$ cat src/rtl/alu_seq.sv
// Sequential ALU with valid/ready handshakes, a registered result and status flags.
// MUL runs as an iterative shift-add over WIDTH cycles and stalls the input side meanwhile.
`timescale 1ns/1ps
module alu_seq #(
  parameter int WIDTH      = 32,
  parameter bit ENABLE_MUL = 1'b1
) (
  input  logic             clk,
  input  logic             rst,
  input  logic             in_valid,
  output logic             in_ready,
  input  logic [3:0]       in_op,
  input  logic [WIDTH-1:0] in_1,
  input  logic [WIDTH-1:0] in_2,
  output logic             out_valid,
  input  logic             out_ready,
  output logic [WIDTH-1:0] out_result,
  output logic [4:0]       out_flags
);

  localparam int SHW = $clog2(WIDTH);
  localparam logic [SHW-1:0] CNT_LAST = SHW'(WIDTH - 1);

  typedef enum logic {IDLE, MUL} state_t;

  state_t                 state;
  logic [SHW-1:0]         cnt;
  logic [WIDTH-1:0]       acc;
  logic [WIDTH-1:0]       mul_a;
  logic [WIDTH-1:0]       mul_b;

  logic signed [WIDTH-1:0] a_s;
  logic signed [WIDTH-1:0] b_s;
  logic [SHW-1:0]          sh;
  logic [WIDTH:0]          sum_c;
  logic [WIDTH:0]          diff_c;
  logic [WIDTH-1:0]        res_c;
  logic                    carry_c;
  logic                    ovf_c;
  logic                    err_c;
  logic                    is_mul;
  logic [WIDTH-1:0]        acc_next;

  // Flag vector layout: {err, neg, zero, carry, ovf}
  function automatic logic [4:0] pack_flags(input logic [WIDTH-1:0] r, input logic err,
                                            input logic carry, input logic ovf);
    return {err, r[WIDTH-1], (r == '0), carry, ovf};
  endfunction

  assign in_ready = (state == IDLE) && (!out_valid || out_ready);
  assign is_mul   = ENABLE_MUL && (in_op == 4'd10);

  // Stage p0: single-cycle evaluation straight from the operand inputs
  always_comb begin
    a_s     = in_1;
    b_s     = in_2;
    sh      = in_2[SHW-1:0];
    sum_c   = {1'b0, in_1} + {1'b0, in_2};
    diff_c  = {1'b0, in_1} - {1'b0, in_2};
    res_c   = '0;
    carry_c = 1'b0;
    ovf_c   = 1'b0;
    err_c   = 1'b0;
    case (in_op)
      4'd0: begin
        res_c   = sum_c[WIDTH-1:0];
        carry_c = sum_c[WIDTH];
        ovf_c   = (a_s[WIDTH-1] == b_s[WIDTH-1]) && (res_c[WIDTH-1] != a_s[WIDTH-1]);
      end
      4'd1: begin
        res_c   = diff_c[WIDTH-1:0];
        carry_c = diff_c[WIDTH];
        ovf_c   = (a_s[WIDTH-1] != b_s[WIDTH-1]) && (res_c[WIDTH-1] != a_s[WIDTH-1]);
      end
      4'd2: res_c = in_1 & in_2;
      4'd3: res_c = in_1 | in_2;
      4'd4: res_c = in_1 ^ in_2;
      4'd5: res_c = $unsigned(a_s >>> sh);
      4'd6: res_c = in_1 >> sh;
      4'd7: res_c = in_1 << sh;
      4'd8: res_c = {{(WIDTH-1){1'b0}}, (a_s < b_s)};
      4'd9: res_c = {{(WIDTH-1){1'b0}}, (in_1 < in_2)};
      // MUL results come from the iterative path; this only flags it when disabled
      4'd10: err_c = !ENABLE_MUL;
      default: err_c = 1'b1;
    endcase
  end

  assign acc_next = acc + (mul_b[cnt] ? (mul_a << cnt) : '0);

  // Stage p1: result register, handshake control and multiplier iteration
  always_ff @(posedge clk) begin
    if (rst) begin
      state      <= IDLE;
      out_valid  <= 1'b0;
      out_result <= '0;
      out_flags  <= '0;
      cnt        <= '0;
      acc        <= '0;
    end else begin
      if (out_valid && out_ready) begin
        out_valid <= 1'b0;
      end
      case (state)
        IDLE: begin
          if (in_valid && in_ready) begin
            if (is_mul) begin
              mul_a <= in_1;
              mul_b <= in_2;
              acc   <= '0;
              cnt   <= '0;
              state <= MUL;
            end else begin
              out_result <= res_c;
              out_flags  <= pack_flags(res_c, err_c, carry_c, ovf_c);
              out_valid  <= 1'b1;
            end
          end
        end
        MUL: begin
          cnt <= cnt + 1'b1;
          if (cnt == CNT_LAST) begin
            out_result <= acc_next;
            out_flags  <= pack_flags(acc_next, 1'b0, 1'b0, 1'b0);
            out_valid  <= 1'b1;
            state      <= IDLE;
          end else begin
            acc <= acc_next;
          end
        end
        default: state <= IDLE;
      endcase
    end
  end

endmodule

$ cat config.mk
export PLATFORM = sky130hd
export DESIGN_NAME = alu_seq
export DESIGN_NICKNAME = d
export VERILOG_FILES = /design/src/rtl/alu_seq.sv
export SDC_FILE = /design/constraint.sdc
export NUM_CORES = 1
export LEC_CHECK = 0
export BUFFER_PORTS_ARGS = -buffer_cell sky130_fd_sc_hd__buf_4
export CAP_MARGIN = 20
export CORE_UTILIZATION = 35
export DETAILED_ROUTE_END_ITERATION = 7
export SLEW_MARGIN = 10
export SYNTH_ARGS = -nofsm -noshare
export SYNTH_HDL_FRONTEND = slang
export SYNTH_SLANG_ARGS = --single-unit
$ cat constraint.sdc
create_clock -name clk -period 5 [get_ports clk]
set_input_delay 0 -clock clk [delete_from_list [all_inputs] [get_ports clk]]
set_output_delay 0 -clock clk [all_outputs]
set_load 0.1 [all_outputs]
# Yosys cells after proc, flatten, opt, wreduce, memory -nomap -nowiden
# Cells that the tools add are included.
dict set report op_classes {
  n_addsub 4
  n_shift 4
  reduce_logical 15
  n_mux 31
  bitwise_logic 5
  n_lt_le_gt_ge 3
  n_eq_ne 20
}
# op count
set ops {}
lappend ops {{$pmux 32 s10} 1}
lappend ops {{$mux 32} 7}
lappend ops {{$pmux 32 s2} 2}
lappend ops {{$logic_not 32->1} 2}
lappend ops {{$lt 32x32->1} 2}
lappend ops {{$shl 32x5->32} 2}
lappend ops {{$add 32x32->33} 1}
lappend ops {{$sub 32x32->33} 1}
lappend ops {{$add 32x32->32} 1}
lappend ops {{$and 32x32->32} 1}
lappend ops {{$or 32x32->32} 1}
lappend ops {{$shr 32x5->32} 1}
lappend ops {{$sshr 32x5->32} 1}
lappend ops {{$xor 32x32->32} 1}
lappend ops {{$mux 5} 5}
lappend ops {{$pmux 5 s2} 2}
lappend ops {{$eq 4x3->1 const B} 4}
lappend ops {{$eq 4x4->1 const B} 3}
lappend ops {{$reduce_or 10->1} 1}
lappend ops {{$mux 1} 9}
lappend ops {{$eq 4x2->1 const B} 2}
lappend ops {{$pmux 1 s2} 4}
lappend ops {{$lt 5x6->1 const B} 1}
lappend ops {{$ne 2x2->1 const B} 3}
lappend ops {{15 further kinds} 24}
dict set report word_totals {
  inputBits 72
  wordCells 90
  output_inout_bits 39
  regBits 140
}

# Longest topological paths before layout
dict set report logic_depth {
  depth_word 7
  mapped_depth 24
  mapped_depth_nobuf 21
}

# Worst setup path before layout
# OpenSTA, ideal clock, no wires.
dict set report synth_path {
  path_type {reg2reg}
  from {register out_valid}
  to {register mul_a[0] (enable)}
  period_less_slack_ps 6055
  n_path_buf 1
  setup_time_ps 487
  stages_incl_launch_ff 6
  setup_slack_ps -1055
  arrival_time_ps 5569
  required_ps 4513
  cell_sequence {dfxtp_1 nor2b_1 nor2_1 nand3_1 clkbuf_1 nor2_1}
}
dict set report synth_between {
  elab_chain_len 5
}
# item line
set synth_rtl {}
lappend synth_rtl {{start: declaration} 15} ;# output logic out_valid,
lappend synth_rtl {{start signal: assignment} 95} ;# out_valid <= 1'b0;
lappend synth_rtl {{start signal: assignment} 102} ;# out_valid <= 1'b0;
lappend synth_rtl {{start signal: assignment} 116} ;# out_valid <= 1'b1;
lappend synth_rtl {{$logic_not 1->1} 50} ;# assign in_ready = (state == IDLE) && (!out_valid || out_ready);
lappend synth_rtl {{$logic_or 1x1->1} 50}
lappend synth_rtl {{$logic_and 1x1->1} 50}
lappend synth_rtl {{named net in_ready} 11} ;# output logic in_ready,
lappend synth_rtl {{$logic_and 1x1->1} 106} ;# if (in_valid && in_ready) begin
lappend synth_rtl {{$reduce_and 4->1 (no line)} -}
lappend synth_rtl {{end signal: assignment} 108} ;# mul_a <= in_1;
lappend synth_rtl {{end: declaration} 29} ;# logic [WIDTH-1:0] mul_a;
# The timed path passes the listed nets, and every way through them passes these cells.
# A chain may end at the register's enable or synchronous reset.

# Worst setup path after layout
dict set report layout_path {
  from {input in_1[6]}
  to {register out_flags[2]}
}
dict set report layout_between {
  elab_chain_len 6
  word_cells_on_any_way 15
  cone_classes {2 x add/sub; 2 x order compare; 3 x shift; 4 x mux; 3 x bitwise; 1 x reduce/logical}
}
# item line
set layout_rtl {}
lappend layout_rtl {{start: declaration} 13} ;# input logic [WIDTH-1:0] in_1,
lappend layout_rtl {{$sub 32x32->33, or another cell as far along} 59} ;# diff_c = {1'b0, in_1} - {1'b0, in_2};
lappend layout_rtl {{$pmux 32 s10 *} 64} ;# case (in_op)
lappend layout_rtl {{$logic_not 32->1 *} 47} ;# return {err, r[WIDTH-1], (r == '0), carry, ovf};
lappend layout_rtl {{$mux 5 *} 107} ;# if (is_mul) begin
lappend layout_rtl {{$mux 5 *} 106}
lappend layout_rtl {{$pmux 5 s2 *} 104} ;# case (state)
lappend layout_rtl {{end signal: assignment} 115} ;# out_flags <= pack_flags(res_c, err_c, carry_c, ovf_c);
lappend layout_rtl {{end signal: assignment} 124} ;# out_flags <= pack_flags(acc_next, 1'b0, 1'b0, 1'b0);
lappend layout_rtl {{end: declaration} 18} ;# output logic [4:0] out_flags
# Mark *: on every way between the ends. The rest lies on a longest branch, timed or not. The select of a mux whose other input is x is not followed.

==> flow_metrics.tcl <==
set metrics [dict create \
    drt-initial-drc-count 2668 \
    synth_top_area_share_pct 9.78 \
    synthMuxAreaShare_pct 16.9 \
    synth_area_leaders "edfxtp_1 (9.8%), ha_1 (8.8%), mux4_2 (7.9%)" \
    yosys-top-cells-count "nor2_1 (283), nand2_1 (212), a21oi_1 (202), clkbuf_1 (143), ha_1 (138)" \
    routed_wl_um 96200 \
    irDropWorstVdd_mv 0.201 \
    path_max_fanout 13 \
    vias 22200 \
    antenna_found_initial 3 \
    hold_path.class "input port to flop" \
    worst_slack_ns 0.143 \
    grt_pass1_vias 21400 \
    route.met3.wl_um 8390 \
    report.final.slew_viol_count 0 \
    wl_met2_um 43900 \
    clock_sinks 139 \
    dieArea_mm2 0.0571 \
    synth_ff_type "dfxtp_1" \
    root_buffer "clkbuf_16" \
    synth_top_family_by_area "compound AO/OA/AOI/OAI gates" \
    synth.most_common_cell "nor2_1" \
    syn_inst 2532 \
    drc 0 \
    core_area_mm2 0.0553 \
    max_freq_mhz 206 \
    post-place-ws_ns -0.0659 \
    total_power_mw 4.42 \
    die_height_um 239 \
    io_pins 111 \
    met1Wirelength_um 38000 \
    finalInstanceArea_mm2 0.0230 \
    ys_types 95 \
    syn_nets 2745 \
    fin_crit_sh_pct 97.1 \
    port_buffers 110 \
    yosys.area.top_type "edfxtp_1" \
    cap_viol_max_count 0 \
    synth-simple-area-share_pct 21.2 \
    clkLatencyLatePin_ns 0.45 \
    clk_pin_slew_ns 0.06 \
    fin_cells 3413 \
    grt_pass1_wl_um 140000 \
    synth_warnings 0 \
    critPathLaunchType "input port" \
    numCtsBuffers 17 \
    cp.arrival_ns 5.23 \
    avgSynthCellArea_um2 7.76 \
    p_per_area_mw_per_mm2 192 \
    top_layer_used "met4" \
    hold_ws_ns 0.0699 \
    critical_path_class "input port to flop" \
    hold_violations 0 \
    grt_max_degree 76 \
    fin_crit_ns 4.86 \
    status "completed" \
    dpl.cell_count 3316 \
    clockBufferDepth 2 \
    async_flop_share_pct 0 \
    finalSetupViolCount 0 \
    finClkSkew_ns 0.0171 \
    viasPerCell 6.52 \
    dr.pass1.iters 7 \
    ant_nets 0 \
    grt_overflow_total 0 \
    yosysSeqAreaShare_pct 17.4 \
    startpoint "in_1[6]" \
    placed_area_mm2 0.0216 \
    track_usage_pct 33.0 \
    final_util_pct 41.7 \
    antenna_cells 0 \
    synth_edf_count 64 \
    tightestPinTransition_ns 1.22 \
    worstHoldStart "in_1[19]" \
    power_leakage_nw 9.21 \
    num_rows 86 \
    wl_per_cell_um 28.2 \
    die_w_um 239 \
    reg2reg_from "cnt[0]" \
    synth-adder-area-share_pct 9.09 \
    endpoint_kind "flop" \
    synth_xor_area_share_pct 1.03 \
    drive_above_1_share_pct 18.3 \
    fin_setup_tns_ns 0 \
    syn_area_mm2 0.0196 \
    synth-seq-cells 139 \
    cts_max_level 4 \
    synth-compound-area-share_pct 27.5 \
    syn_to_final_growth_pct 17.3 \
    hpwlAfterDp_um 72800 \
    cts_tree "built" \
    nets 2865 \
    slew_headroom_pct 18.5 \
    place_congestion 1.02 \
    required_ns 5.37 \
    initial_core_util_pct 35.5 \
]
==> cells in the final DEF, fill, tap and decap left out, types with 22 or more instances in the layout <==
| master | n |
|---|---|
| mux2_2 | 59 |
| nor3_1 | 66 |
| inv_1 | 114 |
| ha_1 | 137 |
| buf_4 | 241 |
| dlygate4sd3_1 | 59 |
| o31ai_1 | 22 |
| nor2_1 | 281 |
| a211oi_1 | 48 |
| nand3_1 | 69 |
| mux2i_1 | 108 |
| and3_1 | 27 |
| dfxtp_1 | 72 |
| nor4_1 | 22 |
| o21ai_0 | 102 |
| nand2_1 | 212 |
| nor2b_1 | 29 |
| edfxtp_1 | 64 |
| a22oi_1 | 26 |
| a21o_1 | 23 |
| a21oi_1 | 199 |
| nand2b_1 | 28 |
| o211ai_1 | 52 |
| a31oi_1 | 44 |
| mux4_2 | 69 |
==> layout make-up <==
type	count	area (um2)
Multi-Input combinational cell	2065	15100
Fill cell	5745	32300
Timing Repair Buffer	309	2570
Inverter	120	450
Clock inverter	13	126
Sequential cell	139	3430
Clock buffer	19	458
Tap cell	748	936
==> power by group <==
part | switching, mW | total (mW) | internal, mW
combinational | 1.28 | 1.92 | 0.639
sequential | 0.0209 | 1.24 | 1.22
clock | 0.537 | 1.27 | 0.730
==> worst paths after layout <==
| kind | endpoint | slack (ns) | cells after the start |
|---|---|---|---|
| worst max-delay path | out_flags[2] | 0.14 | 15 |
| worst min-delay path | mul_a[19] | 0.07 | 2 |
| worst max register to register | out_flags[2] | 0.17 | 20 |
| worst min register to register | out_result[8] | 0.45 | 2 |
==> worst max-delay path: stages <==
cell,delay (ns)
dlygate4sd3_1,0.52
buf_4,0.23
inv_1,0.07
ha_1,0.48
or4_1,0.59
a211oi_1,0.53
o21a_1,0.25
o21ai_0,0.27
a21oi_1,0.64
a21boi_0,0.40
o31ai_1,0.50
o211ai_1,0.27
nor2_1,0.16
nand4_1,0.13
o21ai_1,0.17
==> flip-flops by register name, summed over array words and instances (netlist names) <==
| register | cells |
|---|---|
| acc | 32 |
| cnt | 5 |
| state | 1 |
| out_flags | 5 |
| mul_b | 32 |
| out_valid | 1 |
| mul_a | 32 |
| out_result | 31 |
==> cell families after synthesis <==
kind of cell    Yosys count
mux                     238
fa+ha+maj               141
buf+inv                 328
compound gates          792
xor+xnor                 23
flops                   139
simple gates            871
==> layer usage <==
metal / track usage [%] / vias to the layer above
li1: - / 9807
met1: 41.5 / 10800
met2: 53.6 / 1342
met3: 5.65 / 300
met4: 18.1 / 0
met5: 0 / -
==> what timing repair did <==
item                       in CTS  in global routing
buffers inserted                0                  3
pin swaps                       0                  8
gates cloned                    0                  3
resized for setup               5                 37
setup endpoints to repair       1                 11
hold buffers                   59                  0
hold endpoints to repair       59                  0
Power figures use the tool's default switching activity.
